File: config.mk
export PLATFORM = sky130hd
export DESIGN_NAME = alu_mc
export DESIGN_NICKNAME = d
export VERILOG_FILES = /design/src/rtl/alu_mc.sv
export SDC_FILE = /design/constraint.sdc
export NUM_CORES = 1
export LEC_CHECK = 0
export ABC_AREA = 1
export CORE_AREA = 2 2 72 74
export DETAILED_ROUTE_END_ITERATION = 6
export DIE_AREA = 0 0 74 76
export GPL_TIMING_DRIVEN = 1
export PLACE_DENSITY = 0.87
export SKIP_CTS_REPAIR_TIMING = 1
export SYNTH_ARGS = -nofsm -noshare
export SYNTH_HDL_FRONTEND = slang
export SYNTH_SLANG_ARGS = --single-unit
File: constraint.sdc
create_clock -name clk -period 4.47 [get_ports clk]
set_input_delay 0.894 -clock clk [delete_from_list [all_inputs] [get_ports clk]]
set_output_delay 0.894 -clock clk [all_outputs]
set_load 0.02 [all_outputs]
File: src/rtl/alu_mc.sv
// alu_mc: registered single-cycle ALU with an optional multi-cycle shift-add multiplier.
// Build option: define ALU_MC_MUL_EN to enable opcode F as an unsigned WIDTH x WIDTH MUL.
// Without it, opcode F is a NOP, busy and result_hi are tied to 0 and no multiplier exists.
module alu_mc #(
    parameter int unsigned WIDTH = 8
) (
    input  logic             clk,
    input  logic             reset_n,
    input  logic [3:0]       operation,
    input  logic [WIDTH-1:0] lhs_in,
    input  logic [WIDTH-1:0] rhs_in,
    input  logic             assert_bus,
    output logic [WIDTH-1:0] bus_out,
    output logic             bus_en,
    output logic [WIDTH-1:0] result_hi,
    output logic             busy,
    output logic             done,
    output logic             flag_zero,
    output logic             flag_acarry,
    output logic             flag_lcarry,
    output logic             flag_sign,
    output logic             flag_overflow
);

    localparam int unsigned XW = WIDTH + 1;

    localparam logic [3:0] OP_INC = 4'h1;
    localparam logic [3:0] OP_DEC = 4'h2;
    localparam logic [3:0] OP_ADD = 4'h3;
    localparam logic [3:0] OP_ADC = 4'h4;
    localparam logic [3:0] OP_SHL = 4'h5;
    localparam logic [3:0] OP_SHR = 4'h6;
    localparam logic [3:0] OP_SUB = 4'h7;
    localparam logic [3:0] OP_SBC = 4'h8;
    localparam logic [3:0] OP_XOR = 4'h9;
    localparam logic [3:0] OP_AND = 4'hA;
    localparam logic [3:0] OP_OR  = 4'hB;
    localparam logic [3:0] OP_NOT = 4'hC;
    localparam logic [3:0] OP_ROL = 4'hD;
    localparam logic [3:0] OP_ROR = 4'hE;

    logic [WIDTH-1:0] result;

    logic [XW-1:0]    lhs_x;
    logic [XW-1:0]    rhs_x;
    logic [XW-1:0]    cin_x;
    logic [XW-1:0]    wide_c;
    logic             alu_valid_c;
    logic [WIDTH-1:0] alu_res_c;
    logic             alu_acarry_c;
    logic             alu_lcarry_c;
    logic             alu_ovf_c;

    assign lhs_x = {1'b0, lhs_in};
    assign rhs_x = {1'b0, rhs_in};
    assign cin_x = XW'(flag_acarry);

    // Bus view of the result register follows assert_bus in the same cycle.
    assign bus_out = assert_bus ? result : '0;
    assign bus_en  = assert_bus;

    // Single-cycle ALU: next result and flag values for every non-MUL opcode.
    always_comb begin
        alu_valid_c  = 1'b1;
        alu_res_c    = lhs_in;
        alu_acarry_c = flag_acarry;
        alu_lcarry_c = 1'b0;
        alu_ovf_c    = 1'b0;
        wide_c       = '0;
        case (operation)
            OP_INC: begin
                wide_c       = lhs_x + XW'(1);
                alu_res_c    = wide_c[WIDTH-1:0];
                alu_acarry_c = wide_c[WIDTH];
                alu_ovf_c    = ~lhs_in[WIDTH-1] & alu_res_c[WIDTH-1];
            end
            OP_DEC: begin
                wide_c       = lhs_x - XW'(1);
                alu_res_c    = wide_c[WIDTH-1:0];
                alu_acarry_c = wide_c[WIDTH];
                alu_ovf_c    = lhs_in[WIDTH-1] & ~alu_res_c[WIDTH-1];
            end
            OP_ADD, OP_ADC: begin
                wide_c       = lhs_x + rhs_x + ((operation == OP_ADC) ? cin_x : XW'(0));
                alu_res_c    = wide_c[WIDTH-1:0];
                alu_acarry_c = wide_c[WIDTH];
                alu_ovf_c    = (lhs_in[WIDTH-1] == rhs_in[WIDTH-1]) &&
                               (alu_res_c[WIDTH-1] != lhs_in[WIDTH-1]);
            end
            OP_SUB, OP_SBC: begin
                // Top bit of the WIDTH+1 difference is the borrow-out.
                wide_c       = lhs_x - rhs_x - ((operation == OP_SBC) ? cin_x : XW'(0));
                alu_res_c    = wide_c[WIDTH-1:0];
                alu_acarry_c = wide_c[WIDTH];
                alu_ovf_c    = (lhs_in[WIDTH-1] != rhs_in[WIDTH-1]) &&
                               (alu_res_c[WIDTH-1] != lhs_in[WIDTH-1]);
            end
            OP_SHL: begin
                alu_res_c    = {lhs_in[WIDTH-2:0], 1'b0};
                alu_lcarry_c = lhs_in[WIDTH-1];
            end
            OP_SHR: begin
                alu_res_c    = {1'b0, lhs_in[WIDTH-1:1]};
                alu_lcarry_c = lhs_in[0];
            end
            OP_ROL: begin
                alu_res_c    = {lhs_in[WIDTH-2:0], lhs_in[WIDTH-1]};
                alu_lcarry_c = lhs_in[WIDTH-1];
            end
            OP_ROR: begin
                alu_res_c    = {lhs_in[0], lhs_in[WIDTH-1:1]};
                alu_lcarry_c = lhs_in[0];
            end
            OP_XOR:  alu_res_c = lhs_in ^ rhs_in;
            OP_AND:  alu_res_c = lhs_in & rhs_in;
            OP_OR:   alu_res_c = lhs_in | rhs_in;
            OP_NOT:  alu_res_c = ~lhs_in;
            default: alu_valid_c = 1'b0;
        endcase
    end

`ifdef ALU_MC_MUL_EN

    localparam logic [3:0]  OP_MUL = 4'hF;
    localparam int unsigned PW     = 2 * WIDTH;
    localparam int unsigned CW     = (WIDTH > 1) ? $clog2(WIDTH) : 1;

    typedef enum logic {
        S_IDLE,
        S_MUL
    } state_t;

    state_t           state;
    logic [PW-1:0]    mcand;
    logic [PW-1:0]    acc;
    logic [PW-1:0]    acc_next_c;
    logic [WIDTH-1:0] mplier;
    logic [CW-1:0]    cnt;

    // One partial product per cycle: add the shifted multiplicand when the current multiplier bit is set.
    assign acc_next_c = acc + (mplier[0] ? mcand : '0);

    // Control FSM plus result/flag registers; the last MUL step writes the final product directly.
    always_ff @(posedge clk or negedge reset_n) begin
        if (!reset_n) begin
            state         <= S_IDLE;
            busy          <= 1'b0;
            done          <= 1'b0;
            result        <= '0;
            result_hi     <= '0;
            flag_zero     <= 1'b0;
            flag_acarry   <= 1'b0;
            flag_lcarry   <= 1'b0;
            flag_sign     <= 1'b0;
            flag_overflow <= 1'b0;
            mcand         <= '0;
            acc           <= '0;
            mplier        <= '0;
            cnt           <= '0;
        end else begin
            done <= 1'b0;
            case (state)
                S_IDLE: begin
                    if (alu_valid_c) begin
                        result        <= alu_res_c;
                        flag_zero     <= (alu_res_c == '0);
                        flag_acarry   <= alu_acarry_c;
                        flag_lcarry   <= alu_lcarry_c;
                        flag_sign     <= alu_res_c[WIDTH-1];
                        flag_overflow <= alu_ovf_c;
                        done          <= 1'b1;
                    end else if (operation == OP_MUL) begin
                        state  <= S_MUL;
                        busy   <= 1'b1;
                        mcand  <= PW'(lhs_in);
                        mplier <= rhs_in;
                        acc    <= '0;
                        cnt    <= '0;
                    end
                end
                S_MUL: begin
                    acc    <= acc_next_c;
                    mcand  <= mcand << 1;
                    mplier <= mplier >> 1;
                    cnt    <= cnt + CW'(1);
                    if (cnt == CW'(WIDTH - 1)) begin
                        state         <= S_IDLE;
                        busy          <= 1'b0;
                        done          <= 1'b1;
                        result        <= acc_next_c[WIDTH-1:0];
                        result_hi     <= acc_next_c[PW-1:WIDTH];
                        flag_zero     <= (acc_next_c == '0);
                        flag_acarry   <= (acc_next_c[PW-1:WIDTH] != '0);
                        flag_lcarry   <= 1'b0;
                        flag_sign     <= acc_next_c[PW-1];
                        flag_overflow <= 1'b0;
                    end
                end
                default: state <= S_IDLE;
            endcase
        end
    end

`else

    assign busy      = 1'b0;
    assign result_hi = '0;

    // Result/flag registers; every valid opcode completes in the cycle it is sampled.
    always_ff @(posedge clk or negedge reset_n) begin
        if (!reset_n) begin
            done          <= 1'b0;
            result        <= '0;
            flag_zero     <= 1'b0;
            flag_acarry   <= 1'b0;
            flag_lcarry   <= 1'b0;
            flag_sign     <= 1'b0;
            flag_overflow <= 1'b0;
        end else begin
            done <= 1'b0;
            if (alu_valid_c) begin
                result        <= alu_res_c;
                flag_zero     <= (alu_res_c == '0);
                flag_acarry   <= alu_acarry_c;
                flag_lcarry   <= alu_lcarry_c;
                flag_sign     <= alu_res_c[WIDTH-1];
                flag_overflow <= alu_ovf_c;
                done          <= 1'b1;
            end
        end
    end

`endif

endmodule

## After elaboration in Yosys (flattened, before gate mapping)

Cells that the tools add are included.
W data, S select, Z words.

- Bits in registers: 14
- Input port bits: 23

- Add/subtract/negate cells: 6
- Equality and inequality tests: 18
- Mux-type cells: 9
- Bitwise operators: 8
- Reductions and logical operators: 10

Operator list:

| operator | number |
|---|---|
| $pmux W8 S12 | 1 |
| $eq A4 B4 Y1 const B | 7 |
| $eq A4 B3 Y1 const B | 4 |
| $reduce_or A14 Y1 | 1 |
| $add A8 B1 Y9 const B | 1 |
| $add A8 B8 Y9 | 1 |
| $add A9 B1 Y9 | 1 |
| $sub A8 B1 Y9 const B | 1 |
| $sub A8 B8 Y9 | 1 |
| $sub A9 B1 Y9 | 1 |
| $and A8 B8 Y8 | 1 |
| $eq A4 B2 Y1 const B | 2 |
| $logic_not A8 Y1 | 1 |
| $mux W8 | 1 |
| $not A8 Y8 | 1 |
| $or A8 B8 Y8 | 1 |
| $pmux W1 S4 | 2 |
| $reduce_or A2 Y1 | 4 |
| $xor A8 B8 Y8 | 1 |
| $eq A4 B1 Y1 const B | 1 |
| $mux W1 | 4 |
| $reduce_bool A4 Y1 | 1 |
| $ne A1 B1 Y1 | 3 |
| $and A1 B1 Y1 | 2 |
| 5 further kinds | 7 |

## Logic depth before layout (Yosys ltp)

- Depth after elaboration: 6
- Gate-level depth with buffers: 20
- Mapped depth without buffers: 19

## Worst setup path after synthesis

No wires, ideal clock.

- Path type: input -> register
- From: input operation[2]
- To: register flag_zero
- Library setup time: 0.065 ns
- Arrival: 2.963 ns
- Path slack: 1.442 ns
- Stages: 17
- Path buffers: 1
- Path through: buf_4 -> inv_4 -> nor2_1 -> nand3_1 -> fa_1 -> fa_1 -> inv_1 -> nand3_1 -> nand2_1 -> nand2_1 -> nand3_1 -> nand2_1 -> nor2_1 -> nand3_1 -> nor2_1 -> nand4_1 -> nand2_1

- Word-level cells in the longest chain between the ends: 5

RTL lines:

| element | RTL line | text |
|---|---|---|
| from (decl) | 9 | `input logic [3:0] operation,` |
| $eq A4 B4 Y1 or $eq A4 B3 Y1 (tied branches) | -- |  |
| $mux W1 (on tied branches) | 92, 84 |  |
| $sub A9 B1 Y9 or $add A9 B1 Y9 (tied branches) | 92, 84 |  |
| $pmux W8 S12 | 70 | `case (operation)` |
| $logic_not A8 Y1 | 223 | `flag_zero <= (alu_res_c == '0);` |
| to (signal assigned) | 223 |  |
| to (decl) | 18 | `output logic flag_zero,` |

Parallel ways exist; a longest one is shown, timed or not.
A chain may end at the register's enable or synchronous reset.

## Worst setup path after layout

Ends and elaborated chain as after synthesis.

==> impl_results.md <==
* Actual slew at the worst max-slew pin at 0.586 ns
* Crit path cell chain: clkdlybuf4s50_1 > inv_4 > nor2_1 > nand3_1 > fa_1 > fa_1 > inv_1 > nand3_1 > nand2_1 > nand2_1 > nand3_1 > nand2_1 > nor2_1 > nand3_1 > nor2_1 > nand4_1 > nand2_1
* PD cells at 187 nW/µm²
* Largest family of logic cells by synthesized area: simple AND/OR/NAND/NOR gates
* Clk Latency, worst-skew pair at 0.24 ns
* Synth top cells by count: nand2_1 (148), inv_1 (68), nand3_1 (62)
* Non-Filler Instances at 587
* Pleak at 1.78 nW
* Critical path origin: operation[2]
* FF/Latch Area at 325 µm²
* CTS buffer count at 3
* Crit end category: flop
* Top cell type's share of synthesized area at 19.7%
* H-tree Lvls at 1
* First-pass DRT Iterations at 7
* Row cnt at 26
* Slowest cell on crit path: clkdlybuf4s50_1
* ANT cells at 0
* Worst slew margin at 60.8%
* DRC viols at 0
* GPL Wtd Cong at 0.993
* Vias in the first global route at 2969
* Detail Route Antenna Nets at 0
* Root buffer cell: clkbuf_8
* Mapped Cells at 484
* Post-Synth Adder-Cell Area at 17.9%
* Die height at 76 µm
* Largest fanout on the critical path at 10
* Outcome: completed
* Post-route minimum period at 3.72 ns
* YS warnings at 0
* Vias/cell at 5.41
* Wirelength, routed at 9010 µm
* Setup-failing EPs final at 0
* Maximum clock insertion buffer count at 2
* Worst min path class: flop to flop
* Required time worst endpoint at 4.65 ns
* First-pass GRT wire length at 14700 µm
* Die W at 74 µm
* NumNets Final at 579
* Post-DP HPWL at 7300 µm
* F_max at 269 MHz
* Share of synthesized registers carrying an async set or reset at 100%
* Die area at 5620 µm²
* Yosys reg bits at 13
* Total track usage at 33.5%
* RSZ-0062 raised after global routing: no
* Io pins at 47
* # clock sinks at 13
* Worst VDD drop at 0.0000811 V
* Synth top area cells: nand2_1 (20%), ha_1 (15%), dfrtp_1 (12%)
* Top-count cell post-synth: nand2_1
* Worst hold slack at 0.486 ns
* Mux contribution to synthesized area at 0%
* Post-synth EDFFs at 0
* Antenna violations before repair at 0
* # fillers at 495
* Final Util at 66.1%
* Synth Area in Simple Gates at 49.0%
* Initial core utilization at 57.5%
* Core ar. at 4910 µm²
* Congestion Overflow GR at 0
* Worst Setup Start Kind: input port
* Reg-to-reg startpoint: flag_acarry
* Share of layout cells above drive strength 1 at 9.28%
* Count of different cell masters after synthesis at 34
* Clk slew on worst S/H paths at 0.06 ns
* Area leader, netlist: nand2_1
* Post-Syn Area at 2830 µm²
* Period utilisation layout at 83.2%
* Seq/Total Area, Yosys at 11.5%
* CTS tree: done
* Compound-Gate Fraction of Synth Area at 5.58%
* Delay of the slowest critical-path stage at 0.74 ns
* Crit path kind: input port to flop
* WL/cell at 15.4 µm
* Area grow syn2layout at 14.9%
* Final instance area at 3250 µm²
* Via Count at 3178
* Hold Path Origin: flag_zero
* Clk_skew at 0.00542 ns
* Final Slew Violations at 0
* Largest net degree at the start of global routing at 14
* Post-Synth XOR/XNOR Area at 0.930%
* Placed Area at 3200 µm²
* WP data arrival at 3.90 ns
* Prevailing post-synth register cell: dfrtp_1
* Cells after DPL at 583
* Setup_tns at 0 ns
* Final hold vios at 0
* Max Cap Viol at 0
* Multi-input logic area at 2110 µm²
* Syn avg cell area at 5.84 µm²
* Port-buffer cells at 37
* DRT iter0 DRCs at 256
-- sequential cells by signal, summed over array words and instances (netlist names) --
name	count
flag_lcarry	1
done	1
flag_overflow	1
result	7
flag_acarry	1
flag_sign	1
flag_zero	1
-- cell type report --
cell class,instances,share of cell area (%)
clock buffer,4,1.39
multi-input combinational,383,64.9
inverter,78,9.09
sequential,13,10.0
timing repair buffer,39,11.9
tap,70,2.70
-- critical path: cells and delay by family --
kind,cells,cell delay (ns)
simple gates,12,1.24
buf+inv,3,0.93
fa+ha+maj,2,0.84
-- kinds of logic (layout without fill, tap and decap cells) --
group / count (synthesis) / in the layout
and+or+nand+nor: 306 / 306
DFF: 13 / 13
adders and majority gates: 38 / 38
AOI/OAI and AO/OA: 27 / 27
other: 1 / 9
xor gates and xnor gates: 3 / 3
buffers and inverters: 96 / 121
-- power by group --
part	leakage, nW	internal (W)	switching (W)
sequential	0.161	0.000135	0.0000120
clock	0.0228	0.0000628	0.0000404
combinational	1.59	0.000132	0.000226
total	1.78	0.000330	0.000278
-- routing by layer --
metal,vias to the layer above,track usage (%),part of all wire (%)
met5,-,0,0
met4,0,11.3,2.8
met3,22,4.89,9.2
met2,161,55.5,47
met1,1429,43.6,41
li1,1566,-,-
-- worst paths after layout --
path / endpoint / cells past startpoint / slack [ns]
worst max register to register: flag_acarry / 13 / 2.04
worst max-delay path: flag_zero / 17 / 0.75
worst min register to register: flag_zero / 2 / 0.49
max in group asynchronous: result[2] / 1 / 3.07
min in group asynchronous: result[5] / 1 / 1.02
worst min-delay path: flag_zero / 2 / 0.49
-- cells in the final DEF, fill, tap and decap left out, types with 7 or more instances in the layout --
| master | n |
|---|---|
| a21oi_1 | 15 |
| clkdlybuf4s50_1 | 37 |
| conb_1 | 9 |
| dfrtp_1 | 13 |
| ha_1 | 34 |
| inv_1 | 68 |
| inv_2 | 8 |
| nand2_1 | 148 |
| nand2_2 | 7 |
| nand3_1 | 62 |
| nand4_1 | 10 |
| nor2_1 | 51 |
| nor2_2 | 12 |
-- per-stage QoR --
step,power (W),setup WS (ns)
after floorplan,0.000385,1.44
after global routing,0.000657,0.460
after global placement,0.000493,0.610
final,0.000608,0.753
after detailed placement,0.000499,0.514
after CTS,0.000604,0.765
No activity file was read; power rests on OpenSTA's default activity.
==> RTL edit 1, RTL diff (config.mk and constraints unchanged) <==
Register the outputs `bus_out` and `bus_en`, cleared by the reset; this adds one clock of latency there. The other outputs are not delayed to match.
--- a/src/rtl/alu_mc.sv
+++ b/src/rtl/alu_mc.sv
@@ -56,8 +56,15 @@
     assign cin_x = XW'(flag_acarry);
 
     // Bus view of the result register follows assert_bus in the same cycle.
-    assign bus_out = assert_bus ? result : '0;
-    assign bus_en  = assert_bus;
+    always_ff @(posedge clk or negedge reset_n) begin
+        if (!reset_n) begin
+            bus_out <= '0;
+            bus_en  <= '0;
+        end else begin
+            bus_out <= assert_bus ? result : '0;
+            bus_en  <= assert_bus;
+        end
+    end
 
     // Single-cycle ALU: next result and flag values for every non-MUL opcode.
     always_comb begin
Behaviour: not the same (a bounded check fails within 4 cycles, from zero or initial values and one cycle with reset_n low).
==> RTL edit 1 against the unedited design <==
Synthesized area up 0.71%; wire length down 14%; worst setup slack got worse by 0.11 ns; first-iteration DRC count increased by 9.0%; sequential share of layout area up 6.7 points; design area up 1.2%; largest cell class unchanged; non-clock buffer count stayed put; highest routed layer unchanged; combinational power decreased by 7.8%; power up 13%; sequential cell count is 9 higher.
==> RTL edit 1: results <==
[routing]
routed_wl_mm = 7.78
drt_iter0_drc = 279
drt_pass1_iterations = 5
vias_per_cell = 5.45

[critical_path]
path_max_fanout = 8
r2r_slack_ns = 1.81
cp.arrival_ns = 4.02

[cells_and_area]
nFillCells = 486

[sta]
relSlewSlack = 0.392
clock_skew_ns = 0.000522

[run_status]
status = "complete, no violations"

[synthesis]
ys_top_cells_by_count = "134 x nand2_1, 71 x inv_1, 54 x nor2_1"
synth_xor_area_frac = 0.00923
synth_cell_types = 31
synth_adder_area_share = 0.178
synth-compound-area-share = 0.0954

[place]
dp_hpwl_mm = 6.25
pre_cts_slack_ns = 0.404
gp_congestion = 1.01

[global_route]
grt_pass1_vias = 2798
grt_usage = 0.287
grt_max_degree = 23

[pwr]
peakVddDrop_mv = 0.114
p_leak_uw = 0.00178

[clock_network]
clockBufferDepth = 2
RTL edit 1: changes by cell type after synthesis, sizes merged, moves of 2 or more:
cell,unedited run,this run
nand2,160,136
nand3,64,50
dfrtp,13,22
nor2,64,56
o21ai,7,14
inv,77,71
o22ai,0,5
a21o,1,5
a21oi,16,12
nand3b,3,6
a31oi,0,2
nand4,10,8
nor4,0,2
RTL edit 1: worst paths after layout:
check	start	endpoint	cells past startpoint
min in group asynchronous	reset_n	flag_lcarry$_DFFE_PN0N_	1
worst max-delay path	operation[1]	flag_zero$_DFFE_PN0N_	15
worst min register to register	result[4]$_DFFE_PN0N_	bus_out[4]$_DFF_PN0_	2
worst min-delay path	result[4]$_DFFE_PN0N_	bus_out[4]$_DFF_PN0_	2
worst max register to register	flag_acarry$_DFFE_PN0P_	flag_zero$_DFFE_PN0N_	13
max in group asynchronous	reset_n	bus_out[7]$_DFF_PN0_	1
RTL edit 1: where the power goes:
group	total [µW]	internal [µW]	switching (µW)
clock	115	59.9	55.0
combinational	330	127	203
sequential	240	225	14.9
total	685	411	273
RTL edit 1: kinds of logic after synthesis:
logic type,Yosys count
AO/OA/AOI/OAI,46
other,1
buffers and inverters,89
XOR/XNOR,3
AND/OR/NAND/NOR,262
adder cells (fa/ha/maj),38
flip-flops,22
RTL edit 1: critical path, stage by stage:
cell	delay, ns
clkdlybuf4s50_1	0.51
nor2_1	0.44
nand3_1	0.17
fa_1	0.43
fa_1	0.39
or2_2	0.33
a21oi_1	0.19
nor2_1	0.09
nor2_1	0.09
nand2_1	0.05
nand3_1	0.08
nand3_1	0.10
nor2_1	0.11
nand2_1	0.06
nor2_1	0.07
RTL edit 1: per-layer routing:
| layer | GRT usage | vias to the layer above | wire length (µm) |
|---|---|---|---|
| met3 | 0.0251 | 17 | 635 |
| met1 | 0.401 | 1402 | 3310 |
| met4 | 0.0800 | 0 | 193 |
| met2 | 0.468 | 145 | 3650 |
| met5 | 0 | - | 0 |
| li1 | - | 1516 | - |
RTL edit 1: stage by stage:
step	instance area [µm²]	std cells	hold WS, ns
floorplan	2880	469	0.436
detailed placement	3240	562	0.456
CTS	3290	565	0.476
finish	3290	565	0.471
global placement	3240	562	0.441
global route	3290	565	0.499
RTL edit 1: final cells by class:
type                       count  area [µm²]  area share
timing repair buffer          39         385       0.117
tap                           70        87.6      0.0267
sequential                    22         551       0.168
inverter                      73         274      0.0834
clock buffer                   3        41.3      0.0126
multi-input combinational    358        1950       0.593
==> RTL edit 2, RTL diff (config.mk and constraints unchanged) <==
Made on the original files. Set the parameter `WIDTH` to 10 (it was 8).
--- a/src/rtl/alu_mc.sv
+++ b/src/rtl/alu_mc.sv
@@ -2,7 +2,7 @@
 // Build option: define ALU_MC_MUL_EN to enable opcode F as an unsigned WIDTH x WIDTH MUL.
 // Without it, opcode F is a NOP, busy and result_hi are tied to 0 and no multiplier exists.
 module alu_mc #(
-    parameter int unsigned WIDTH = 8
+    parameter int unsigned WIDTH = 10
 ) (
     input  logic             clk,
     input  logic             reset_n,
Interface: changed (resized bus_out, lhs_in, result_hi and rhs_in); port bits go from 47 to 55. The function was not compared with the original's and may differ.
==> RTL edit 2 against the unedited design <==
Sequential cell count is 2 higher; clock skew is 0.0026 ns lower; synthesized area is 22% higher; worst setup slack worse by 0.087 ns; cell count is 26% higher; design area is 21% higher; wire length is 20% higher; power is 17% higher; largest power group unchanged.
==> RTL edit 2: results <==
[run_status]
status = "complete, no violations"

[synthesis]
synth_area_leaders = "nand2_1 25%, ha_1 15%, dfrtp_1 11%, inv_1 10%, nand3_1 9.9%"
ys_seq_area_frac = 0.109
synth_cell_types = 29
synth_adder_area_share = 0.176
synth_top_area_frac = 0.253
ys_top_cells_by_count = "232 x nand2_1, 92 x inv_1, 80 x nor2_1"

[critical_path]
reg2reg_depth = 15
r2r_end = "flag_zero$_DFFE_PN0N_"
r2r_slack_ns = 1.84
max_stage_delay_ns = 0.67
path_max_fanout = 8
cp.arrival_ns = 4.00

[place]
port_buffers = 43
dp_hpwl_mm = 8.56
placed_area_um2 = 3870
gp_congestion = 1.05

[cells_and_area]
final_nets = 743
largest_register_ffs = 9
drive_above_1_share = 0.0284
nFillCells = 388

[pwr]
p_leak_uw = 0.00220
peakVddDrop_mv = 0.115

[routing]
routed_wl_mm = 10.8
via_count = 4154
drt_pass1_iterations = 6

[worst_hold_path]
hold_end = "result[0]$_DFFE_PN0N_"
min-delay-start = "result[0]$_DFFE_PN0N_"

[sta]
relSlewSlack = 0.491

[global_route]
grt_usage = 0.391
==> RTL edit 2: cell types whose count changed in the layout (fill, tap and decap cells not counted), moves of 7 or more <==
cell     change
nand2_1     +84
inv_1       +24
ha_1         +8
nand2_2      -7
nor2_1      +29
==> RTL edit 2: area by class of cell <==
type / instances / area share
inverters: 95 / 0.0911
multi-input cells: 509 / 0.663
flip-flops and latches: 15 / 0.0958
repair buffers: 46 / 0.116
well taps: 70 / 0.0224
clock buffers: 3 / 0.0105
clock inverters: 1 / 0.00128
==> RTL edit 2: worst max path at each step <==
stage / start / endpoint / slack [ns] / cells past startpoint
2_1_floorplan: operation[2] / flag_zero$_DFFE_PN0N_ / 1.38 / 18
3_3_place_gp: operation[2] / flag_acarry$_DFFE_PN0P_ / 0.55 / 17
3_5_place_dp: operation[2] / flag_acarry$_DFFE_PN0P_ / 0.49 / 17
4_1_cts: operation[2] / flag_acarry$_DFFE_PN0P_ / 0.75 / 17
5_1_grt: operation[2] / flag_zero$_DFFE_PN0N_ / 0.46 / 19
6_report: operation[2] / flag_acarry$_DFFE_PN0P_ / 0.67 / 17
==> RTL edit 2: per-stage QoR <==
step	hold WS, ns	utilization	std cells	total power (µW)	setup WS [ns]
after floorplan	0.449	-	643	459	1.38
after global placement	0.464	0.788	735	578	0.553
after detailed placement	0.472	0.788	735	592	0.488
after CTS	0.486	0.797	739	703	0.752
after global routing	0.501	0.797	739	766	0.461
final	0.491	0.797	739	714	0.665
==> RTL edit 2: cell families (layout without fill, tap and decap cells) <==
group | count (synthesis) | count (layout)
DFF | 15 | 15
AOI/OAI and AO/OA | 41 | 41
buffers and inverters | 119 | 145
other | 1 | 11
adders and majority gates | 46 | 46
and+or+nand+nor | 408 | 408
xor gates and xnor gates | 3 | 3
==> RTL edit 2: where the power goes <==
group | switching, µW | internal (µW) | total [µW]
clock | 47.8 | 61.8 | 110
combinational | 277 | 157 | 434
sequential | 14.1 | 156 | 170
total | 339 | 375 | 714
==> RTL edit 2: per-layer routing <==
metal / vias to the layer above / routed length [µm] / part of all wire / global-route usage
li1: 2025 / - / - / -
met1: 1810 / 4260 / 0.39 / 0.505
met4: 0 / 521 / 0.048 / 0.215
met5: - / 0 / 0 / 0
met3: 47 / 1110 / 0.10 / 0.0529
met2: 272 / 4910 / 0.45 / 0.616
==> RTL edit 2: worst register-to-register path, cell delays in order (launching register included) <==
cell,delay [ns]
dfrtp_1,0.46
nand3_1,0.14
fa_1,0.44
ha_1,0.21
nor2_1,0.16
nor2_1,0.07
nor2_1,0.12
nand2_1,0.10
nand2_1,0.10
nand2_1,0.06
nand2_1,0.17
nand3_1,0.13
nand3_1,0.17
nand2_1,0.06
nand4_1,0.09
nand2_1,0.05
